### src/rtl/shift_pipe.sv
// -----------------------------------------------------------------------------
// shift_pipe
//
// Pipelined barrel shifter for the ALU datapath. Supports logical left/right,
// arithmetic right, rotate left and rotate right on a power-of-two WIDTH
// operand. Each of the L = log2(WIDTH) register stages applies one shift
// weight. Stage S0 applies the largest weight (WIDTH/2) and S(L-1) applies
// weight 1. A sideband tag travels with every request and is returned
// unchanged.
//
// Ports
//   clock        rising-edge clock
//   reset_n      asynchronous active-low reset
//   flush        synchronous kill of every in-flight request (and same-cycle input)
//   in_valid     request valid
//   in_ready     request accepted when in_valid && in_ready
//   in_data      operand
//   in_shamt     shift amount 0..WIDTH-1
//   in_mode      000 SLL, 001 SRL, 010 SRA, 011 ROL, 100 ROR, others reserved
//   in_tag       opaque sideband
//   out_valid    result valid (driven straight from the last stage)
//   out_ready    consumer accepts when out_valid && out_ready
//   out_data     shifted result
//   out_tag      tag of this result
//   out_illegal  result came from a reserved mode (data passed through)
//   busy         any stage holds a valid request
//
// Handshake: a transfer happens on a rising edge where valid && ready are both
// high. A producer holding valid keeps its payload stable until the transfer.
// in_ready depends combinationally on out_ready through the advance chain, so
// a full pipeline can accept and emit in the same cycle.
// -----------------------------------------------------------------------------
module shift_pipe #(
    parameter int WIDTH = 32,
    parameter int TAG_W = 5,
    localparam int L    = $clog2(WIDTH)
) (
    input  logic             clock,
    input  logic             reset_n,
    input  logic             flush,
    input  logic             in_valid,
    output logic             in_ready,
    input  logic [WIDTH-1:0] in_data,
    input  logic [L-1:0]     in_shamt,
    input  logic [2:0]       in_mode,
    input  logic [TAG_W-1:0] in_tag,
    output logic             out_valid,
    input  logic             out_ready,
    output logic [WIDTH-1:0] out_data,
    output logic [TAG_W-1:0] out_tag,
    output logic             out_illegal,
    output logic             busy
);

    localparam logic [2:0] MODE_SLL = 3'b000;
    localparam logic [2:0] MODE_SRL = 3'b001;
    localparam logic [2:0] MODE_SRA = 3'b010;
    localparam logic [2:0] MODE_ROL = 3'b011;
    localparam logic [2:0] MODE_ROR = 3'b100;

    // -------------------------------------------------------------------------
    // Stage state
    // -------------------------------------------------------------------------
    logic [L-1:0]     valid_q,   valid_d;
    logic [L-1:0]     illegal_q, illegal_d;
    logic [WIDTH-1:0] data_q  [L];
    logic [WIDTH-1:0] data_d  [L];
    logic [L-1:0]     shamt_q [L];
    logic [L-1:0]     shamt_d [L];
    logic [2:0]       mode_q  [L];
    logic [2:0]       mode_d  [L];
    logic [TAG_W-1:0] tag_q   [L];
    logic [TAG_W-1:0] tag_d   [L];

    // Per-stage input view: S0 reads the request ports, Sk reads S(k-1).
    logic [WIDTH-1:0] src_data    [L];
    logic [L-1:0]     src_shamt   [L];
    logic [2:0]       src_mode    [L];
    logic [TAG_W-1:0] src_tag     [L];
    logic [L-1:0]     src_illegal;

    // adv[k]  : stage k hands its contents downstream (or out) this edge.
    // load[k] : stage k is written with new contents this edge.
    logic [L-1:0] adv;
    logic [L-1:0] load;

    // -------------------------------------------------------------------------
    // One shift level. sh is a constant power of two per stage and never
    // exceeds WIDTH/2, so the rotate complement (WIDTH - sh) stays in range.
    // SRA fills with the current MSB; earlier levels preserve the sign bit,
    // so this always equals the operand sign.
    // -------------------------------------------------------------------------
    function automatic logic [WIDTH-1:0] stage_shift(
        input logic [WIDTH-1:0] d,
        input logic [2:0]       mode,
        input logic             en,
        input int               sh
    );
        logic [WIDTH-1:0] r;
        r = d;
        if (en) begin
            case (mode)
                MODE_SLL: r = d << sh;
                MODE_SRL: r = d >> sh;
                MODE_SRA: r = $signed(d) >>> sh;
                MODE_ROL: r = (d << sh) | (d >> (WIDTH - sh));
                MODE_ROR: r = (d >> sh) | (d << (WIDTH - sh));
                default:  r = d;
            endcase
        end
        return r;
    endfunction

    // -------------------------------------------------------------------------
    // Advance chain, evaluated from the output back toward the input so that
    // a drain at the tail can ripple into in_ready in the same cycle. A stage
    // advances when it is valid and the next stage is empty or itself moving,
    // which lets bubbles collapse while the tail is stalled.
    // -------------------------------------------------------------------------
    always_comb begin
        adv        = '0;
        adv[L-1]   = valid_q[L-1] && out_ready;
        for (int k = L - 2; k >= 0; k--) begin
            adv[k] = valid_q[k] && (!valid_q[k+1] || adv[k+1]);
        end
        in_ready = !flush && (!valid_q[0] || adv[0]);

        load    = '0;
        load[0] = in_valid && in_ready;
        for (int k = 1; k < L; k++) begin
            load[k] = adv[k-1];
        end
    end

    // -------------------------------------------------------------------------
    // Stage sources
    // -------------------------------------------------------------------------
    always_comb begin
        src_data[0]    = in_data;
        src_shamt[0]   = in_shamt;
        src_mode[0]    = in_mode;
        src_tag[0]     = in_tag;
        src_illegal    = '0;
        // Reserved modes are flagged once at entry and carried down the pipe.
        src_illegal[0] = (in_mode > MODE_ROR);
        for (int k = 1; k < L; k++) begin
            src_data[k]    = data_q[k-1];
            src_shamt[k]   = shamt_q[k-1];
            src_mode[k]    = mode_q[k-1];
            src_tag[k]     = tag_q[k-1];
            src_illegal[k] = illegal_q[k-1];
        end
    end

    // -------------------------------------------------------------------------
    // Next-state logic. Payload registers only change on a load; a stage
    // that drains without being refilled just drops its valid bit.
    // -------------------------------------------------------------------------
    always_comb begin
        valid_d   = valid_q;
        illegal_d = illegal_q;
        for (int k = 0; k < L; k++) begin
            data_d[k]  = data_q[k];
            shamt_d[k] = shamt_q[k];
            mode_d[k]  = mode_q[k];
            tag_d[k]   = tag_q[k];
        end

        for (int k = 0; k < L; k++) begin
            if (load[k]) begin
                valid_d[k]   = 1'b1;
                data_d[k]    = stage_shift(src_data[k], src_mode[k],
                                           src_shamt[k][L-1-k], 1 << (L - 1 - k));
                // Keep only the shift bits still to be applied downstream.
                shamt_d[k]   = src_shamt[k];
                shamt_d[k][L-1-k] = 1'b0;
                mode_d[k]    = src_mode[k];
                tag_d[k]     = src_tag[k];
                illegal_d[k] = src_illegal[k];
            end else if (adv[k]) begin
                valid_d[k]   = 1'b0;
            end
        end

        // Flush only kills valid bits; payload contents are don't-care.
        if (flush) begin
            valid_d = '0;
        end
    end

    // -------------------------------------------------------------------------
    // Registers
    // -------------------------------------------------------------------------
    always_ff @(posedge clock or negedge reset_n) begin
        if (!reset_n) begin
            valid_q   <= '0;
            illegal_q <= '0;
            for (int k = 0; k < L; k++) begin
                data_q[k]  <= '0;
                shamt_q[k] <= '0;
                mode_q[k]  <= '0;
                tag_q[k]   <= '0;
            end
        end else begin
            valid_q   <= valid_d;
            illegal_q <= illegal_d;
            for (int k = 0; k < L; k++) begin
                data_q[k]  <= data_d[k];
                shamt_q[k] <= shamt_d[k];
                mode_q[k]  <= mode_d[k];
                tag_q[k]   <= tag_d[k];
            end
        end
    end

    // -------------------------------------------------------------------------
    // Outputs come straight from the last stage.
    // -------------------------------------------------------------------------
    always_comb begin
        out_valid   = valid_q[L-1];
        out_data    = data_q[L-1];
        out_tag     = tag_q[L-1];
        out_illegal = illegal_q[L-1];
        busy        = |valid_q;
    end

endmodule

### config.mk
export PLATFORM = sky130hd
export DESIGN_NAME = shift_pipe
export DESIGN_NICKNAME = d
export VERILOG_FILES = /design/src/rtl/shift_pipe.sv
export SDC_FILE = /design/constraint.sdc
export NUM_CORES = 1
export LEC_CHECK = 0
export CORE_MARGIN = 5
export CORE_UTILIZATION = 27
export DETAILED_ROUTE_END_ITERATION = 10
export HOLD_SLACK_MARGIN = 0.15
export PLACE_DENSITY = 0.43
export SKIP_LAST_GASP = 1
export SLEW_MARGIN = 20
export SYNTH_ARGS = -nofsm -noshare
export SYNTH_HDL_FRONTEND = slang
export SYNTH_SLANG_ARGS = --single-unit
### constraint.sdc
create_clock -name clock -period 1.8 [get_ports clock]
set_input_delay 0.18 -clock clock [delete_from_list [all_inputs] [get_ports clock]]
set_output_delay 0.18 -clock clock [all_outputs]
set_load 0.05 [all_outputs]
==> impl_metrics.yaml, run 1 <==
global_routing:
  grt_usage_pct: 15.09
  grt_pass1_wl_mm: 67.41
  antenna_found_initial: 0
  grt_pass1_vias: 11720
  overflow: 0
  grt_start_max_net_pins: 73
timing:
  fin_crit_ps: 1837
  rsz0062_at_grt: "true"
  final.setup.worst_slack_ps: -37.06
  setup_viol: 2
  relSlewSlack_pct: 54.28
  hold_violations: 0
  worst_pin_slew_ps: 685.0
  fmax_mhz: 544.3
  slew_viol_final: 0
  layout_worst_path_cycle_share_pct: 102.1
  skew_ps: 18.98
floorplanning:
  die_x_um: 233.0
  fp-row-count: 81
  boundaryPins: 91
  chipHeight_um: 233.0
  start_util_pct: 27.37
  dieArea_mm2: 0.05429
  core_mm2: 0.04905
clocking:
  clk_pin_slew_ps: 60
  clock_path_buffers: 3
  tritoncts: "built"
  cts_sinks: 217
  root_buffer: "clkbuf_16"
  cts_made_buffers: 28
  cts_htree_levels: 1
  insertion_delay_ps: 560
setup_path:
  crit_fanout: 3
  critPathCaptureType: "output port"
  critical_path_required_ps: 1620
  arrival_ps: 1660
  worstSetupPathType: "flip-flop to output port"
  critPathLaunchType: "flip-flop"
synthesis:
  synth_area_leader_cell: "dfrtp_1"
  synth_area_leaders: "dfrtp_1, nand2_1, mux2_2"
  netlist_area_mm2: 0.01343
  yosysTopAreaCellShare_pct: 40.44
  ys.flop_type: "dfrtp_1"
  ys_ff_latch: 217
  syn_avg_cell_area_um2: 8.467
  synth.distinct_cells: 61
  syn_inst: 1586
  synth_edf_count: 0
  synthArstFlopShare_pct: 100.0
  yosysWarnings: 0
  yosysSeqAreaShare_pct: 40.44
  syn_nets: 1636
placed_design:
  place_inst: 2271
  place_hpwl_mm: 29.53
  place_congestion: 0.8040
  portBuffers: 90
layout:
  drive_gt1_share_pct: 15.44
  area_growth_syn_to_layout_pct: 23.97
  fin_nets: 1695
  num-fill-cells: 5163
  instances_no_fill: 2329
  antenna_cells: 0
detailed_routing:
  vias: 11970
  dr.pass1.iters: 5
  avgRoutedWirePerCell_um: 17.94
  drt_iter0_markers: 671
  viasPerCell: 5.139
  drc_errors: 0
  drt-total-wl_mm: 41.77
  ant_nets: 0
power_and_ir_drop:
  total_power_uw: 23580
  powerDensity_mw_per_mm2: 1417
  ir_drop_mv: 0.6443
  p_leak_uw: 0.007093
min_path:
  hold_path.class: "input port to asynchronous set/reset pin"
run_status:
  outcome: "finished, violations left"
  failed_checks: "setup timing"
run:
  drv_cap: 0
-- registers in the layout, summed over array words and instances, names as in the netlist --
name	count
out_data	32
out_tag	5
data_q	128
shamt_q	10
valid_q	5
illegal_q	5
mode_q	12
src_tag	20
-- report_power, final --
group	internal (µW)	switching, µW
clock network	3330	2180
logic	4090	5530
registers	6340	2100
total	13800	9810
-- critical path, stage by stage (launching register included) --
cell     delay, ps
dfrtp_2        400
and4b_1        240
buf_6          130
a31oi_4        170
buf_12         160
-- synthesized netlist by cell type, drive strengths merged, types with 2 or more instances --
master	n
buf	93
o31ai	79
or3b	2
nor3b	23
inv	6
nand3b	4
a21boi	2
o21ai	88
xnor2	3
o211ai	23
mux2	55
and3	57
nand4b	4
a222oi	16
o21a	12
o311a	3
clkinv	2
xor2	3
nor2	133
clkbuf	87
o31a	15
o22ai	74
nand2b	5
o2bb2ai	2
a22o	35
a21oi	43
or2	5
a32o	29
nor4b	3
nand3	28
nand2	351
and3b	2
nor2b	10
maj3	3
o32a	16
dfrtp	217
a221o	8
mux2i	26
o2111a	10
-- routing by layer --
layer | routed length (µm) | GRT usage, %
met4 | 1373 | 4.874
met1 | 19570 | 21.15
met2 | 19150 | 24.18
met3 | 1680 | 1.965
met5 | 0 | 0
-- layout by cell type, fill, tap and decap left out, types with 6 or more instances in the layout --
| master | synthesis | layout |
|---|---|---|
| a32o_1 | 29 | 29 |
| clkbuf_1 | 87 | 6 |
| clkdlybuf4s50_1 | 0 | 48 |
| o2111a_1 | 10 | 10 |
| a22o_1 | 35 | 35 |
| buf_12 | 0 | 40 |
| a21oi_1 | 41 | 41 |
| nor2b_1 | 10 | 10 |
| o31ai_1 | 79 | 79 |
| o22ai_1 | 74 | 74 |
| nor2_1 | 131 | 131 |
| mux2i_1 | 26 | 26 |
| nor3b_1 | 23 | 23 |
| inv_1 | 6 | 6 |
| dlygate4sd2_1 | 0 | 27 |
| clkbuf_16 | 0 | 31 |
| o21ai_0 | 62 | 61 |
| o211ai_1 | 23 | 23 |
| mux2_2 | 55 | 55 |
| o32a_1 | 16 | 16 |
| nand2_1 | 351 | 349 |
| a221o_1 | 8 | 8 |
| o21a_1 | 12 | 12 |
| o31a_1 | 15 | 15 |
| nand3_1 | 28 | 28 |
| o21ai_1 | 26 | 26 |
| dfrtp_1 | 217 | 214 |
| buf_4 | 36 | 88 |
| clkbuf_8 | 0 | 10 |
| and3_1 | 57 | 57 |
| a222oi_1 | 16 | 16 |
-- metrics by stage --
step,setup TNS [ps],utilization (%),hold slack [ps],area (µm²),worst slack (ps)
floorplan,-39.15,-,-115.6,13450,-8.890
global placement,-6350,31.86,131.2,15630,-198.9
detailed placement,-7804,31.86,130.5,15630,-220.2
CTS,-178.5,33.73,130.7,16550,-135.9
global route,-150.5,33.94,179.7,16650,-77.53
finish,-54.83,33.94,138.8,16650,-37.06
-- what timing repair did --
item                                    4_1_cts  5_1_grt
cloned                                        0        2
setup buffers                                 0        4
hold buffers                                  2        0
endpoints found under the setup margin       29       24
hold endpoints to repair                    217        0
gates resized for setup                      29        6
pin swaps                                     0        7
-- logic make-up (layout without fill, tap and decap cells) --
logic type                 count (synthesis)  count (layout)  synth area share, %
muxes                                     81              81                6.550
and+or+nand+nor                          630             630                20.64
buffers and inverters                    188             267                6.746
DFF                                      217             217                40.44
adders and majority gates                  3               3               0.2236
AOI/OAI and AO/OA                        461             461                24.90
xor gates and xnor gates                   6               6               0.5033
-- worst paths after layout --
| path | from | end | slack (ps) | cells after the start |
|---|---|---|---|---|
| worst max-delay path | valid_q[4]$_DFFE_PN0P_ | in_ready | -40 | 4 |
| worst min-delay path | reset_n | mode_q[4]$_DFFE_PN0P_ | 140 | 2 |
| worst max register to register | valid_q[4]$_DFFE_PN0P_ | mode_q[12]$_DFFE_PN0P_ | 60 | 4 |
| worst min register to register | src_tag[15]$_DFFE_PN0P_ | src_tag[10]$_DFFE_PN0P_ | 460 | 2 |
| max in group asynchronous | reset_n | mode_q[3]$_DFFE_PN0P_ | 570 | 3 |
| min in group clock | in_valid | valid_q[0]$_DFFE_PN0P_ | 210 | 3 |
-- cell type report --
type	instances	area, µm²	share of cell area [%]
multi-input cells	1181	7159	43.01
flip-flops and latches	217	5434	32.64
repair buffers	209	2275	13.67
clock buffers	45	885.9	5.322
well taps	664	830.8	4.991
clock inverters	5	31.28	0.1879
inverters	8	30.03	0.1804
Note: power is estimated with default switching activity, not from simulation.
==> run 2: changes to the inputs <==
--- a/config.mk
+++ b/config.mk
@@ -15,3 +15,4 @@
 export SYNTH_ARGS = -nofsm -noshare
 export SYNTH_HDL_FRONTEND = slang
 export SYNTH_SLANG_ARGS = --single-unit
+export TNS_END_PERCENT = 50
==> impl_metrics.yaml, run 2 (synthesis results as in run 1) <==
timing:
  tns_ps: -76.44
  layout_worst_path_cycle_share_pct: 104.2
  relSlewSlack_pct: 53.89
  slew_viol_final: 0
  setup_viol: 1
  fin_crit_ps: 1876
  hold_violations: 0
  worst_pin_slew_ps: 690.9
  final.setup.worst_slack_ps: -76.44
  rsz0062_at_grt: "true"
  fmax_mhz: 532.9
  skew_ps: 19.28
layout:
  antenna_cells: 0
  regMostFlops: "data_q"
  largest_reg_flops: 128
  final_common_cell: "nand2_1"
  num-fill-cells: 5159
  area_growth_syn_to_layout_pct: 23.82
  fin_nets: 1690
  fin_util_pct: 33.89
  layout_common_cells: "nand2_1, dfrtp_1, nor2_1, buf_4, o31ai_1"
  area.sequential_mm2: 0.005434
  multi_input_area_mm2: 0.007172
  drive_gt1_share_pct: 15.18
detailed_routing:
  ant_nets: 0
  drc_errors: 0
  dr.pass1.iters: 5
  drt-total-wl_mm: 41.32
  vias: 11900
  drt_iter0_markers: 672
  avgRoutedWirePerCell_um: 17.78
  viasPerCell: 5.120
global_routing:
  overflow: 0
  grt_usage_pct: 15.09
  grt_use_met3_pct: 1.952
  use_met2_pct: 24.18
  antenna_found_initial: 0
  grt_pass1_wl_mm: 67.39
  grt_pass1_vias: 11710
  grt_start_max_net_pins: 73
  met1_usage_pct: 21.15
  grt_busiest_layer: "met2"
clocking:
  clk_pin_slew_ps: 60
  clock_path_buffers: 3
  root_buffer: "clkbuf_16"
  cts_htree_levels: 1
  tritoncts: "built"
  cts_made_buffers: 28
  cts_sinks: 217
  insertion_delay_ps: 560
placed_design:
  place_congestion: 0.8040
  dpl_worst_slack_ps: -220.2
  portBuffers: 90
  place_hpwl_mm: 29.53
min_path:
  hold_path.class: "input port to asynchronous set/reset pin"
floorplanning:
  chipHeight_um: 233.0
  start_util_pct: 27.37
  core_mm2: 0.04905
  boundaryPins: 91
  die_x_um: 233.0
  dieArea_mm2: 0.05429
  fp-row-count: 81
setup_path:
  worstSetupPathType: "flip-flop to output port"
  crit_fanout: 4
  critPathCaptureType: "output port"
  arrival_ps: 1700
  critical_path_required_ps: 1620
  critPathLaunchType: "flip-flop"
run_status:
  outcome: "finished, violations left"
  failed_checks: "setup timing"
power_and_ir_drop:
  p_leak_uw: 0.007213
  powerDensity_mw_per_mm2: 1421
  ir_drop_mv: 0.6433
run:
  drv_cap: 0
[run 2: power by group]
| part | switching (µW) | total, µW | leakage (µW) | internal [µW] |
|---|---|---|---|---|
| combinational | 5510 | 9650 | 0.00401 | 4140 |
| sequential | 2110 | 8450 | 0.00275 | 6340 |
| clock | 2190 | 5520 | 0.000452 | 3330 |
| total | 9800 | 23600 | 0.00721 | 13800 |
[run 2: area by class of cell]
class / count / area share, %
multi-input combinational: 1181 / 43.14
sequential: 217 / 32.68
timing repair buffer: 204 / 13.49
clock buffer: 45 / 5.328
tap: 664 / 4.997
clock inverter: 5 / 0.1881
inverter: 8 / 0.1806
[run 2: what timing repair did]
item	CTS	global route
hold buffers	2	0
endpoints found under the setup margin	29	38
cloned	0	0
resized for setup	15	18
hold endpoints to repair	217	0
setup buffers	0	1
pin swaps	0	1
[run 2: critical path: stages (launching register included)]
cell	delay (ps)
dfrtp_1	410
and4b_1	220
buf_4	160
a31oi_4	200
buf_12	160
[run 2: final timing paths]
kind	startpoint	to	slack, ps	depth (start not counted)
max in group asynchronous	reset_n	mode_q[3]$_DFFE_PN0P_	560	3
worst min register to register	src_tag[15]$_DFFE_PN0P_	src_tag[10]$_DFFE_PN0P_	460	2
worst max-delay path	valid_q[2]$_DFFE_PN0P_	in_ready	-80	4
worst max register to register	mode_q[13]$_DFFE_PN0P_	data_q[100]$_DFFE_PN0P_	40	5
worst min-delay path	reset_n	mode_q[4]$_DFFE_PN0P_	140	2
min in group clock	in_valid	valid_q[0]$_DFFE_PN0P_	210	3
[run 2: metrics by stage]
step	instance area [µm²]	hold WS, ps	total power [µW]	cells
final	16630	138.6	23620	2324
after detailed placement	15630	130.5	18330	2271
after floorplan	13450	-115.6	14960	1586
after CTS	16560	130.7	23900	2323
after global placement	15630	131.2	18230	2271
after global routing	16630	179.7	25200	2324
[run 2: per-layer routing]
metal	wire length [µm]	up-vias
met1	19400	5656
met4	1363	0
met3	1702	69
met2	18850	306
met5	0	-
li1	-	5867
==> run 3: changes to the inputs <==
--- a/config.mk
+++ b/config.mk
@@ -7,9 +7,10 @@
 export LEC_CHECK = 0
 export CORE_MARGIN = 5
 export CORE_UTILIZATION = 27
+export CTS_BUF_LIST = sky130_fd_sc_hd__clkbuf_8
 export DETAILED_ROUTE_END_ITERATION = 10
 export HOLD_SLACK_MARGIN = 0.15
-export PLACE_DENSITY = 0.43
+export PLACE_DENSITY = 0.42
 export SKIP_LAST_GASP = 1
 export SLEW_MARGIN = 20
 export SYNTH_ARGS = -nofsm -noshare
==> constraint.sdc (replaced) <==
create_clock -name clock -period 1.97 [get_ports clock]
set_input_delay 0.197 -clock clock [delete_from_list [all_inputs] [get_ports clock]]
set_output_delay 0.197 -clock clock [all_outputs]
set_load 0.05 [all_outputs]
==> impl_metrics.yaml, run 3 (synthesis results as in run 1) <==
run_status:
  outcome: "completed"
run:
  drv_cap: 0
timing:
  fmax_mhz: 518.7
  slew_viol_final: 0
  skew_ps: 30.41
  final.setup.worst_slack_ps: 42.12
  setup_viol: 0
  fin_crit_ps: 1928
  layout_worst_path_cycle_share_pct: 97.86
  worst_pin_slew_ps: 760.3
  rsz0062_at_grt: "true"
  relSlewSlack_pct: 49.26
  hold_ws_ps: 220.0
  hold_violations: 0
setup_path:
  arrival_ps: 1730
  r2r_end: "data_q[109]$_DFFE_PN0P_"
  worst-r2r-setup-slack_ps: 130
  crit_slowest_cell: "clkdlybuf4s50_1"
  worstSetupPathType: "flip-flop to output port"
  cp_num_buf_inv: 1
  critPathLaunchType: "flip-flop"
  rr_worst_depth: 5
  cpPeakStageDelay_ps: 800
  critical_path_required_ps: 1770
  crit_fanout: 2
  path_delay_family: "buffers and inverters"
  worst_r2r_startpoint: "mode_q[13]$_DFFE_PN0P_"
  path_cells: "clkdlybuf4s50_1"
  critPathCaptureType: "output port"
floorplanning:
  dieArea_mm2: 0.05429
  boundaryPins: 91
  fp-row-count: 81
  chipHeight_um: 233.0
  start_util_pct: 27.37
  core_mm2: 0.04905
  die_x_um: 233.0
layout:
  fin_util_pct: 33.19
  fin_nets: 1686
  antenna_cells: 0
  area_growth_syn_to_layout_pct: 21.24
  drive_gt1_share_pct: 14.16
  regMostFlops: "data_q"
  largest_reg_flops: 128
  final_common_cell: "nand2_1"
  num-fill-cells: 5237
  design_area_mm2: 0.01628
  layout_common_cells: "nand2_1, dfrtp_1, nor2_1, o31ai_1, o22ai_1"
clocking:
  cts_made_buffers: 43
  cts_sinks: 217
  insertion_delay_ps: 600
  tritoncts: "built"
  cts_htree_levels: 2
  clock_path_buffers: 3
  root_buffer: "clkbuf_8"
  clk_pin_slew_ps: 50
detailed_routing:
  drc_errors: 0
  avgRoutedWirePerCell_um: 18.06
  dr.pass1.iters: 5
  viasPerCell: 5.162
  ant_nets: 0
  vias: 12030
  drt-total-wl_mm: 42.09
  drt_iter0_markers: 696
global_routing:
  grt_start_max_net_pins: 71
  met1_usage_pct: 21.22
  overflow: 0
  antenna_found_initial: 0
  grt_usage_pct: 15.45
  grt_pass1_wl_mm: 68.26
  grt_busiest_layer: "met2"
  use_met2_pct: 24.39
  grt_use_met3_pct: 2.428
  grt_pass1_vias: 11960
min_path:
  hold_path_startpoint: "in_valid"
  whs_endpoint: "valid_q[0]$_DFFE_PN0P_"
  hold_depth: 3
  hold_path.class: "input port to flip-flop"
power_and_ir_drop:
  p_leak_uw: 0.007061
  total_power_uw: 20930
  ir_drop_mv: 0.5039
  powerDensity_mw_per_mm2: 1285
placed_design:
  dpl_worst_slack_ps: -76.89
  portBuffers: 90
  place_congestion: 0.8214
  place_area_mm2: 0.01534
  place_hpwl_mm: 29.65
-- run 3: cell types whose count changed in the layout (fill, tap and decap cells not counted), sizes merged --
| cell | delta |
|---|---|
| buf | -31 |
| bufinv | +1 |
| clkbuf | +9 |
| clkdlybuf4s15 | +1 |
| clkdlybuf4s50 | +11 |
| clkinv | -1 |
| dlygate4sd2 | +5 |
| dlygate4sd3 | -1 |
| dlymetal6s2s | -4 |
| inv | +17 |
-- run 3: area by class of cell --
class | count | area [µm²] | share of cell area [%]
clock buffer | 54 | 743.2 | 4.565
clock inverter | 22 | 121.4 | 0.7455
inverter | 8 | 30.03 | 0.1844
multi-input combinational | 1181 | 7163 | 44.00
sequential | 217 | 5431 | 33.36
tap | 664 | 830.8 | 5.103
timing repair buffer | 185 | 1961 | 12.04
-- run 3: worst max path at each step --
| stage | slack, ps | depth (start not counted) | end | start |
|---|---|---|---|---|
| 2_1_floorplan | 10 | 7 | data_q[142]$_DFFE_PN0P_ | valid_q[4]$_DFFE_PN0P_ |
| 3_3_place_gp | -70 | 6 | data_q[131]$_DFFE_PN0P_ | in_mode[2] |
| 3_5_place_dp | -80 | 6 | data_q[129]$_DFFE_PN0P_ | in_mode[2] |
| 4_1_cts | -30 | 1 | out_data[6] | out_data[6]$_DFFE_PN0P_ |
| 5_1_grt | -20 | 1 | out_data[3] | out_data[3]$_DFFE_PN0P_ |
| 6_report | 40 | 1 | out_data[3] | out_data[3]$_DFFE_PN0P_ |
-- run 3: repair_timing --
item,4_1_cts,5_1_grt
setup buffers,3,0
setup endpoints to repair,41,23
pin swaps,1,0
hold endpoints to repair,217,0
gates resized for setup,23,11
hold buffers,2,0
-- run 3: power by group --
part / switching, µW / leakage [µW] / internal, µW
clock network: 2020 / 0.000504 / 2590
logic: 4930 / 0.00380 / 3630
registers: 1970 / 0.00276 / 5790
total: 8920 / 0.00706 / 12000
-- run 3: worst min-delay path, stage by stage --
cell             delay [ps]
clkdlybuf4s50_1         400
inv_1                    90
a21oi_1                  70
-- run 3: routing by layer --
| layer | wire, µm | up-vias | part of all wire [%] |
|---|---|---|---|
| met5 | 0 | - | 0 |
| li1 | - | 5871 | - |
| met3 | 1855 | 85 | 4.4 |
| met4 | 1468 | 0 | 3.5 |
| met2 | 19130 | 315 | 45 |
| met1 | 19630 | 5761 | 47 |
-- run 3: through the flow --
stage	setup TNS, ps	cells
floorplan	0	1586
global placement	-677.1	2250
detailed placement	-784.8	2250
CTS	-429.4	2331
global route	-169.4	2331
finish	0	2331
